$ cat src/rtl/tdm_demux_1x4_if.sv
`default_nettype none
// ============================================================================
//  Module   : tdm_demux_1x4_if
//  Purpose  : Bus bundle for the 1:4 TDM demultiplexer. It carries the
//             serial word stream into the block and the four demultiplexed
//             channel words, strobes and status back out.
//  Signals  : in_valid, in_sof, in_data        - TDM word stream (to demux)
//             out0..out3                       - registered channel words
//             out_valid[3:0]                   - per-channel update strobe
//             frame_valid, frame_err           - frame status pulses
//             slot[1:0]                        - next expected slot index
//  Modports : master - stream source / result consumer
//             slave  - the demultiplexer itself
//  Revision : 1.0  initial release
// ============================================================================
interface tdm_demux_1x4_if #(
    parameter int BITS = 4
);
    logic            in_valid;
    logic            in_sof;
    logic [BITS-1:0] in_data;
    logic [BITS-1:0] out0;
    logic [BITS-1:0] out1;
    logic [BITS-1:0] out2;
    logic [BITS-1:0] out3;
    logic [3:0]      out_valid;
    logic            frame_valid;
    logic            frame_err;
    logic [1:0]      slot;

    modport master (
        output in_valid, in_sof, in_data,
        input  out0, out1, out2, out3, out_valid, frame_valid, frame_err, slot
    );

    modport slave (
        input  in_valid, in_sof, in_data,
        output out0, out1, out2, out3, out_valid, frame_valid, frame_err, slot
    );
endinterface
`default_nettype wire

$ cat src/rtl/tdm_demux_1x4.sv
`default_nettype none
// ============================================================================
//  Module   : tdm_demux_1x4
//  Purpose  : Receive-side 1:4 time-division demultiplexer. Each frame is four
//             words, the first marked by in_sof. Every accepted word is
//             steered to its channel register with one cycle of latency, and
//             frame completion / premature-SOF errors are pulsed.
//  Ports    : clk    - system clock, rising edge
//             rst_n  - synchronous active-low reset
//             bus    - tdm_demux_1x4_if.slave (stream in, channels out)
//  Revision : 1.0  initial release
// ============================================================================
module tdm_demux_1x4 #(
    parameter int BITS = 4
) (
    input  wire logic        clk,
    input  wire logic        rst_n,
    tdm_demux_1x4_if.slave   bus
);

    typedef enum logic [0:0] {
        ST_IDLE = 1'b0,
        ST_RECV = 1'b1
    } state_t;

    state_t          r_state;
    state_t          w_state_next;
    logic [1:0]      r_slot;
    logic [1:0]      w_slot_next;
    logic [3:0]      w_wr;
    logic            w_frame_valid;
    logic            w_frame_err;

    logic [BITS-1:0] r_out [4];
    logic [3:0]      r_out_valid;
    logic            r_frame_valid;
    logic            r_frame_err;

    // Next-state and write-select decode.
    always_comb begin
        w_state_next  = r_state;
        w_slot_next   = r_slot;
        w_wr          = 4'b0000;
        w_frame_valid = 1'b0;
        w_frame_err   = 1'b0;

        case (r_state)
            ST_IDLE: begin
                // Words without SOF are orphans and silently dropped here.
                if (bus.in_valid && bus.in_sof) begin
                    w_wr         = 4'b0001;
                    w_slot_next  = 2'd1;
                    w_state_next = ST_RECV;
                end
            end
            ST_RECV: begin
                if (bus.in_valid) begin
                    if (bus.in_sof) begin
                        // Premature SOF: abandon the partial frame and restart
                        // at slot 0 with this word.
                        w_frame_err = 1'b1;
                        w_wr        = 4'b0001;
                        w_slot_next = 2'd1;
                    end else begin
                        w_wr = 4'b0001 << r_slot;
                        if (r_slot == 2'd3) begin
                            w_frame_valid = 1'b1;
                            w_slot_next   = 2'd0;
                            w_state_next  = ST_IDLE;
                        end else begin
                            w_slot_next = r_slot + 2'd1;
                        end
                    end
                end
            end
            default: begin
                w_state_next = ST_IDLE;
                w_slot_next  = 2'd0;
            end
        endcase
    end

    always_ff @(posedge clk) begin
        if (!rst_n) begin
            r_state       <= ST_IDLE;
            r_slot        <= 2'd0;
            r_out_valid   <= 4'b0000;
            r_frame_valid <= 1'b0;
            r_frame_err   <= 1'b0;
            for (int k = 0; k < 4; k++) begin
                r_out[k] <= '0;
            end
        end else begin
            r_state       <= w_state_next;
            r_slot        <= w_slot_next;
            r_out_valid   <= w_wr;
            r_frame_valid <= w_frame_valid;
            r_frame_err   <= w_frame_err;
            for (int k = 0; k < 4; k++) begin
                if (w_wr[k]) begin
                    r_out[k] <= bus.in_data;
                end
            end
        end
    end

    assign bus.out0        = r_out[0];
    assign bus.out1        = r_out[1];
    assign bus.out2        = r_out[2];
    assign bus.out3        = r_out[3];
    assign bus.out_valid   = r_out_valid;
    assign bus.frame_valid = r_frame_valid;
    assign bus.frame_err   = r_frame_err;
    assign bus.slot        = r_slot;

endmodule
`default_nettype wire

$ cat src/flat_wrapper.sv
// flat-port wrapper written by rule: the top's interface ports become plain ports
module tdm_demux_1x4_flat 
#(
    parameter int BITS = 4
)
  (clk, rst_n, bus_in_valid, bus_in_sof, bus_in_data, bus_out0, bus_out1, bus_out2, bus_out3, bus_out_valid, bus_frame_valid, bus_frame_err, bus_slot);
  tdm_demux_1x4_if #(.BITS(BITS)) bus_i ();
  input  wire logic clk;
  input  wire logic rst_n;
  input wire logic [$bits(bus_i.in_valid)-1:0] bus_in_valid;
  input wire logic [$bits(bus_i.in_sof)-1:0] bus_in_sof;
  input wire logic [$bits(bus_i.in_data)-1:0] bus_in_data;
  output wire logic [$bits(bus_i.out0)-1:0] bus_out0;
  output wire logic [$bits(bus_i.out1)-1:0] bus_out1;
  output wire logic [$bits(bus_i.out2)-1:0] bus_out2;
  output wire logic [$bits(bus_i.out3)-1:0] bus_out3;
  output wire logic [$bits(bus_i.out_valid)-1:0] bus_out_valid;
  output wire logic [$bits(bus_i.frame_valid)-1:0] bus_frame_valid;
  output wire logic [$bits(bus_i.frame_err)-1:0] bus_frame_err;
  output wire logic [$bits(bus_i.slot)-1:0] bus_slot;
  assign bus_i.in_valid = bus_in_valid;
  assign bus_i.in_sof = bus_in_sof;
  assign bus_i.in_data = bus_in_data;
  assign bus_out0 = bus_i.out0;
  assign bus_out1 = bus_i.out1;
  assign bus_out2 = bus_i.out2;
  assign bus_out3 = bus_i.out3;
  assign bus_out_valid = bus_i.out_valid;
  assign bus_frame_valid = bus_i.frame_valid;
  assign bus_frame_err = bus_i.frame_err;
  assign bus_slot = bus_i.slot;
  tdm_demux_1x4 #(.BITS(BITS)) u_core (.clk(clk), .rst_n(rst_n), .bus(bus_i));
endmodule
$ cat config.mk
export PLATFORM = sky130hd
export DESIGN_NAME = tdm_demux_1x4_flat
export DESIGN_NICKNAME = d
export VERILOG_FILES = /design/src/rtl/tdm_demux_1x4_if.sv /design/src/rtl/tdm_demux_1x4.sv /design/src/flat_wrapper.sv
export SDC_FILE = /design/constraint.sdc
export NUM_CORES = 1
export LEC_CHECK = 0
export BUFFER_PORTS_ARGS = -buffer_cell sky130_fd_sc_hd__buf_2
export CAP_MARGIN = 40
export CORE_MARGIN = 2
export CORE_UTILIZATION = 35
export CTS_CLUSTER_DIAMETER = 150
export DETAILED_ROUTE_END_ITERATION = 12
export HOLD_SLACK_MARGIN = 0.1
export SLEW_MARGIN = 40
export SYNTH_ARGS = -nofsm -noshare
export SYNTH_HDL_FRONTEND = slang
export SYNTH_SLANG_ARGS = --single-unit
$ cat constraint.sdc
create_clock -name clk -period 1.3 [get_ports clk]
set_input_delay 0.065 -clock clk [delete_from_list [all_inputs] [get_ports clk]]
set_output_delay 0.065 -clock clk [all_outputs]
set_load 0.02 [all_outputs]
==> metrics.md, run 1 <==
| Metric | Value |
|---|---|
| Outcome | finished clean |
| Boundary Pins | 32 |
| Die height | ~60 um |
| Die X | 59.61 um |
| Period utilisation layout | 0.9820 |
| Final Hold Fails | 0 |
| Largest net degree at the start of global routing | 14 |
| Dpl ws | around 0.015 ns |
| Final setup viols | 0 |
| Slew headroom | 0.8218 |
| Layout Nets | 136 |
| Via count | 733 |
| Total net switching power | 0.3412 mW |
| Power per cell area | slightly above 1000 mW/mm^2 |
| Clock Tree Root | clkbuf_4 |
| Sequential area share after synthesis | 0.6104 |
| Total congestion overflow | 0 |
| Sw Share | 0.2445 |
| Final WS setup | approximately 0.023 ns |
| VDD IR max | approximately 0.00033 V |
| Worst Hold Class | primary input to flop |
| Fin crit period | between 1 and 1.5 ns |
| Syn Area/Cell | approximately 13 um^2 |
| Area after DPL | about 0.0013 mm^2 |
| Die ar. | between 0.003 and 0.004 mm^2 |
| Detailed Route WL | roughly 2000 um |
| Pint | 1.055 mW |
| DRC viols | 0 |
| Starting Density | 0.3604 |
| Initial antenna violation count | 0 |
| Max-slew violation count | 0 |
| Site Rows | 20 |
| # H-tree levels | 1 |
| GP Congestion | between 0.7 and 0.8 |
| Leakage | ~0.6 nW |
| Via-to-Cell Ratio | 4.699 |
| Area growth, synth to finish | 26.01% |
| WS Path Type | primary input to flop |
| Post-Synthesis Cells | 84 |
| Clock latency on the worst-skew pair | around 0.3 ns |
| Pre-antenna DRT Iters | 4 |
| Cell area after synthesis | between 0.001 and 0.0015 mm^2 |
| CP required | between 1 and 1.5 ns |
| Worst-Margin Slew | about 0.27 ns |
| Clock Skew | approximately 0.002 ns |
| Routed Antenna Nets | 0 |
| Vias in the first global route | roughly 700 |
| CTS sink cnt | 25 |
| CTS max path bufs | 2 |
| Initial DRC count | 7 |
| Core footprint | ~0.0030 mm^2 |
| Crit path arrival time | roughly 1.3 ns |
| Buffers added on ports | 31 |
| Seq cells post-synth | 25 |
| F_max | approximately 780 MHz |
| CTS buffer count | 3 |
| Max-Cap Viols | 0 |
| Ys Warns | 0 |
| Unrepaired setup endpoints after global routing | true |
| Mapped Nets | 96 |
| Post-DP HPWL | about 1500 um |
| TritonCTS clock tree | done |
| Crit-path max FO | 7 |
| Critical path startpoint category | primary input |
| Clock Pin Slew Worst Setup and Hold Paths | roughly 0.12 ns |
| Synth cell types | 20 |
| First-pass GRT wire length | between 3000 and 4000 um |
| N_diodes | 0 |
| Design Area, Final | 0.001364 mm^2 |
| Clk pwr share | 0.235 |
| Power Total | ~1.4 mW |
| Combinational power share | 0.130 |
| Kind of end point of the critical path | flop |
| Total track usage | 0.1264 |
| Share of cells above drive strength 1 | 0.4715 |
| Reg power frac | 0.635 |
| Routed WL per cell | 12.82 um |
-- sequential cells by signal (all words and copies together) (netlist names) --
signal                  flops
u_core.bus.frame_err        1
u_core.bus.frame_valid      1
u_core.bus.out_valid        4
u_core.bus.slot             2
u_core.r_out               16
u_core.r_state              1
-- metrics by stage --
step	setup TNS [ns]	utilization	std cells	hold WS, ns
final	0	0.4542	156	0.1148
after global routing	-0.05167	0.4542	156	0.1164
after CTS	0	0.4446	154	0.1071
after detailed placement	0	0.4267	148	0.3885
after global placement	0	0.4267	148	0.3845
after floorplan	0	-	84	0.2020
-- critical path, stage by stage --
cell,delay [ns]
dlygate4sd3_1,0.53
buf_2,0.17
nand3b_1,0.23
o21ai_1,0.17
buf_4,0.15
-- power groups by stage --
stage               logic, mW  clock network (mW)  registers [mW]
finish                  0.181               0.329           0.886
global route            0.197               0.384           0.890
CTS                     0.177               0.349           0.887
floorplan              0.0826                   0           0.938
global placement        0.166                   0           0.902
detailed placement      0.169                   0           0.905
-- repair_timing --
action | in CTS | in global routing
gates resized for setup | 1 | 4
setup endpoints to repair | 4 | 22
setup buffers | 0 | 2
hold buffers | 2 | 0
hold endpoints to repair | 3 | 0
pin swaps | 0 | 1
cloned | 0 | 0
-- layer usage --
| layer | part of all wire | track usage | routed length, um |
|---|---|---|---|
| met4 | 0.0060 | 0.03810 | 12 |
| met5 | 0 | 0 | 0 |
| met1 | 0.48 | 0.1653 | 965 |
| met2 | 0.46 | 0.2088 | 927 |
| met3 | 0.047 | 0.02838 | 94 |
-- logic make-up (layout without fill, tap and decap cells) --
group | Yosys count | count (layout) | share of synthesized area
AO/OA/AOI/OAI | 9 | 9 | 0.06705
adder cells (fa/ha/maj) | 4 | 4 | 0.04624
buffers and inverters | 15 | 54 | 0.07283
flip-flops | 25 | 25 | 0.6104
AND/OR/NAND/NOR | 31 | 31 | 0.2035
-- placed cells by master (no fill, tap or decap), drive strengths merged --
cell type / n
o211a: 1
buf: 37
dfxtp: 9
a21oi: 2
o21ai: 3
nand2: 5
o21a: 1
inv: 11
o32ai: 1
nor2: 6
a21bo: 1
edfxtp: 16
nor3: 16
nand3b: 1
ha: 4
dlygate4sd3: 2
nand4b: 3
clkbuf: 4
-- area by class of cell --
type	count	area (um^2)
clock buffers	4	26.28
fillers	294	1639
inverters	11	41.29
multi-input cells	44	367.9
flip-flops and latches	25	666.9
well taps	33	41.29
repair buffers	39	220.2
-- cell usage after synthesis --
cell type / count / area [um^2]
buf_6: 2 / 22.52
nor3_2: 7 / 70.07
nand4b_4: 2 / 47.55
o32ai_2: 1 / 16.27
edfxtp_1: 16 / 480.5
nand3b_1: 1 / 7.510
o211a_1: 1 / 10.01
nand4b_1: 1 / 8.760
a21oi_1: 1 / 5.000
dfxtp_1: 9 / 180.2
nor2_1: 6 / 22.52
inv_1: 11 / 41.29
a21oi_2: 1 / 8.760
ha_1: 4 / 50.05
nand2_1: 5 / 18.77
o21a_1: 1 / 7.510
nor3_1: 9 / 45.04
a21bo_2: 1 / 10.01
buf_4: 2 / 15.01
o21ai_0: 3 / 15.01
-- path summary, 6_finish.rpt --
kind	startpoint	slack, ns	to	cells past startpoint
setup / recovery	bus_in_sof	0.02	u_core.r_out[0][9]$_SDFFCE_PN0P_	5
hold reg to reg	u_core.bus.slot[1]$_SDFFE_PN0P_	0.52	u_core.bus.slot[1]$_SDFFE_PN0P_	2
setup reg to reg	u_core.bus.slot[0]$_SDFFE_PN0P_	0.05	u_core.r_out[0][1]$_SDFFCE_PN0P_	4
hold / removal	bus_in_valid	0.11	u_core.bus.frame_err$_SDFF_PN0_	3
Power figures use the tool's default switching activity.
==> inputs of run 2 (changes only) <==
Settings changed: ABC_AREA set to 1, CORE_ASPECT_RATIO set to 0.75.
==> metrics.md, run 2 <==
| Metric | Value |
|---|---|
| Pre-antenna DRT Iters | 3 (was 4) |
| Site Rows | 16 (was 20) |
| First-pass GRT wire length | 2960 um (was 3284 um) |
| Setup bufs post-CTS | 0 (unchanged) |
| Ys async rst share | 0 (unchanged) |
| Max-Cap Viols | 0 (unchanged) |
| Clock Pin Slew Worst Setup and Hold Paths | 0.09 ns (was 0.12 ns) |
| # H-tree levels | 1 (unchanged) |
| Yosys top cell area share | 0.4735 (was 0.4439) |
| Capturing point of the worst reg2reg path | u_core.r_out[0][8]$_SDFFCE_PN0P_ (was u_core.r_out[0][1]$_SDFFCE_PN0P_) |
| Clock Tree Root | clkbuf_8 (was clkbuf_4) |
| # placed instances | 159 (was 148) |
| GP Congestion | 0.8315 (was 0.7542) |
| Fin crit period | 1.229 ns (was 1.277 ns) |
| Design Area, Final | 0.001303 mm^2 (was 0.001364 mm^2) |
| Ys Warns | 0 (unchanged) |
| Post-synth EDFFs | 16 (unchanged) |
| Max-slew violation count | 0 (unchanged) |
| Die X | 66.18 um (was 59.61 um) |
| Total congestion overflow | 0 (unchanged) |
| Boundary Pins | 32 (unchanged) |
| Clock latency on the worst-skew pair | 0.27 ns (was 0.30 ns) |
| Buffers added on ports | 31 (unchanged) |
| DRC viols | 0 (unchanged) |
| Kind of end point of the critical path | flop (unchanged) |
| Count leader, synth | nor2_1 (was edfxtp_1) |
| Crit path from | u_core.bus.slot[0]$_SDFFE_PN0P_ (was bus_in_sof) |
| Sequential area share after synthesis | 0.6510 (was 0.6104) |
| Initial DRC count | 10 (was 7) |
| Routed Antenna Nets | 0 (unchanged) |
| Largest net degree at the start of global routing | 16 (was 14) |
| Power per cell area | 1171 mW/mm^2 (was 1023 mW/mm^2) |
| Largest cells by area after synthesis | edfxtp_1 (47%), dfxtp_1 (18%), nor2_1 (6.7%) (was edfxtp_1 (44%), dfxtp_1 (17%), nor3_2 (6.5%)) |
| Seq cells post-synth | 25 (unchanged) |
| Sw Share | 0.2492 (was 0.2445) |
| TritonCTS clock tree | done (unchanged) |
| Top FF cell, synth | edfxtp_1 (unchanged) |
| Area growth, synth to finish | 28.36% (was 26.01%) |
| Worst-Margin Slew | 0.2875 ns (was 0.2672 ns) |
| Final Hold Fails | 0 (unchanged) |
| Most frequent cells after synthesis | nor2_1 (18), edfxtp_1 (16), inv_1 (16), dfxtp_1 (9), nand2_1 (9) (was edfxtp_1 (16), inv_1 (11), dfxtp_1 (9), nor3_1 (9), nor3_2 (7)) |
| Crit path arrival time | 1.23 ns (was 1.31 ns) |
| Core footprint | 0.002683 mm^2 (was 0.003003 mm^2) |
| F_max | 813.5 MHz (was 783.3 MHz) |
| Worst R2R Start | u_core.bus.slot[0]$_SDFFE_PN0P_ (unchanged) |
| CTS sink cnt | 25 (unchanged) |
| VDD IR max | 0.0006238 V (was 0.0003342 V) |
| Post-Synthesis Cells | 88 (was 84) |
| Die ar. | 0.003350 mm^2 (was 0.003553 mm^2) |
| Via-to-Cell Ratio | 4.307 (was 4.699) |
| Synth cell types | 15 (was 20) |
| Worst Hold Class | primary input to flop (unchanged) |
| Outcome | finished clean (unchanged) |
| Share of cells above drive strength 1 | 0.4173 (was 0.4715) |
| CTS buffer count | 3 (unchanged) |
| R2R Setup Slk | 0.07 ns (was 0.05 ns) |
| Worst hold stages | 3 (unchanged) |
| WS Path Type | flop to flop (was primary input to flop) |
| Cts hold-fix bufs | 0 (was 2) |
| Via count | 702 (was 733) |
| Reg power frac | 0.582 (was 0.635) |
| Setup total negative slack | 0 ns (unchanged) |
| Starting Density | 0.3783 (was 0.3604) |
| CP required | 1.30 ns (was 1.34 ns) |
| Hold Path Origin | bus_in_valid (unchanged) |
| Total track usage | 0.1215 (was 0.1264) |
| Clk pwr share | 0.309 (was 0.235) |
| Detailed Route WL | 1795 um (was 2000 um) |
| Total net switching power | 0.3800 mW (was 0.3412 mW) |
| Synth area leader | edfxtp_1 (unchanged) |
| Period utilisation layout | 0.9456 (was 0.9820) |
| Combinational power share | 0.109 (was 0.130) |
| Final setup viols | 0 (unchanged) |
| Cell area after synthesis | 0.001015 mm^2 (was 0.001082 mm^2) |
| Most common cell after layout, fill and taps aside | buf_2 (unchanged) |
| Die height | 50.63 um (was 59.61 um) |
| Critical path startpoint category | flop (was primary input) |
| Crit-path max FO | 5 (was 7) |
| Routed WL per cell | 11.01 um (was 12.82 um) |
| Most frequent cells in the layout | buf_2 (31), nor2_1 (18), edfxtp_1 (16), inv_1 (15), dfxtp_1 (7) (was buf_2 (31), edfxtp_1 (16), inv_1 (11), nor3_1 (9), nor3_2 (7)) |
| CTS max path bufs | 2 (unchanged) |
| Hold Path End | u_core.bus.slot[1]$_SDFFE_PN0P_ (was u_core.bus.frame_err$_SDFF_PN0_) |
| Clock Skew | 0.001195 ns (was 0.001956 ns) |
| Leakage | 0.6437 nW (was 0.6124 nW) |
| Area after DPL | 0.001241 mm^2 (was 0.001281 mm^2) |
| Slew headroom | 0.8084 (was 0.8218) |
| Layout Nets | 140 (was 136) |
| Mapped Nets | 100 (was 96) |
| Reg2Reg Depth | 5 (was 4) |
| Post-DP HPWL | 1385 um (was 1494 um) |
| Post_cts resized | 0 (was 1) |
| N_diodes | 0 (unchanged) |
| Pint | 1.145 mW (was 1.055 mW) |
| Number of flip-flops under the largest register name | 16 (unchanged) |
| Vias in the first global route | 640 (was 701) |
| Final Instance Count excl. Fillers | 163 (was 156) |
| Syn Area/Cell | 11.53 um^2 (was 12.88 um^2) |
| Largest Register | u_core.r_out (unchanged) |
| Initial antenna violation count | 0 (unchanged) |
run 2: changes by cell type after synthesis, sizes merged, moves of 3 or more:
| cell | delta |
|---|---|
| nor3 | -16 |
| inv | +6 |
| buf | -4 |
| nand3 | +6 |
| nor2 | +13 |
| nand4b | -3 |
| nand2 | +5 |
run 2: worst max path at each step:
stage,to,slack (ns),cells past startpoint
floorplan,u_core.r_out[0][10]$_SDFFCE_PN0P_,0.004,4
global placement,u_core.r_out[0][10]$_SDFFCE_PN0P_,0.09,5
finish,u_core.r_out[0][8]$_SDFFCE_PN0P_,0.07,5
CTS,u_core.r_out[0][1]$_SDFFCE_PN0P_,0.02,6
detailed placement,u_core.r_out[0][1]$_SDFFCE_PN0P_,0.04,6
global route,u_core.r_out[0][4]$_SDFFCE_PN0P_,-0.007,5
run 2: power groups by stage:
stage	Combinational (mW)	Sequential, mW	Clock, mW
3_3_place_gp	0.162	0.904	0
2_1_floorplan	0.0594	0.946	0
4_1_cts	0.164	0.888	0.487
5_1_grt	0.183	0.890	0.528
3_5_place_dp	0.164	0.906	0
6_report	0.166	0.887	0.472
run 2: layout make-up:
cell class	instances	area (um^2)
Clock buffer	3	41.29
Clock inverter	1	7.507
Fill cell	263	1380
Inverter	17	63.81
Multi-Input combinational cell	45	286.5
Sequential cell	25	665.6
Tap cell	36	45.04
Timing Repair Buffer	36	192.7
run 2: critical path, stage by stage, from the launching register on:
cell	delay, ns
dfxtp_4	0.37
inv_2	0.07
ha_1	0.18
inv_1	0.04
o21ai_1	0.14
buf_4	0.15
run 2: logic make-up (layout without fill, tap and decap cells):
family                   after synthesis  in the layout  share of synthesized area
flip-flops                            25             25                     0.6510
AND/OR/NAND/NOR                       36             36                     0.1985
AO/OA/AOI/OAI                          5              5                    0.02466
adder cells (fa/ha/maj)                4              4                    0.04932
buffers and inverters                 18             57                    0.07644
run 2: through the flow:
stage	worst slack [ns]	hold WS (ns)	total power, mW	util
finish	0.07067	0.1149	1.525	0.4855
global placement	0.09211	0.3971	1.067	0.4627
detailed placement	0.03791	0.4073	1.070	0.4627
floorplan	0.004111	0.2209	1.005	-
global route	-0.006754	0.1226	1.601	0.4855
CTS	0.02340	0.1084	1.539	0.4809
run 2: routing by layer:
| layer | share of wire | GRT usage | vias up | wire length (um) |
|---|---|---|---|---|
| li1 | - | - | 355 | - |
| met1 | 0.47 | 0.1636 | 316 | 845 |
| met2 | 0.42 | 0.1750 | 26 | 759 |
| met3 | 0.089 | 0.04484 | 5 | 159 |
| met4 | 0.017 | 0.05102 | 0 | 31 |
| met5 | 0 | 0 | - | 0 |
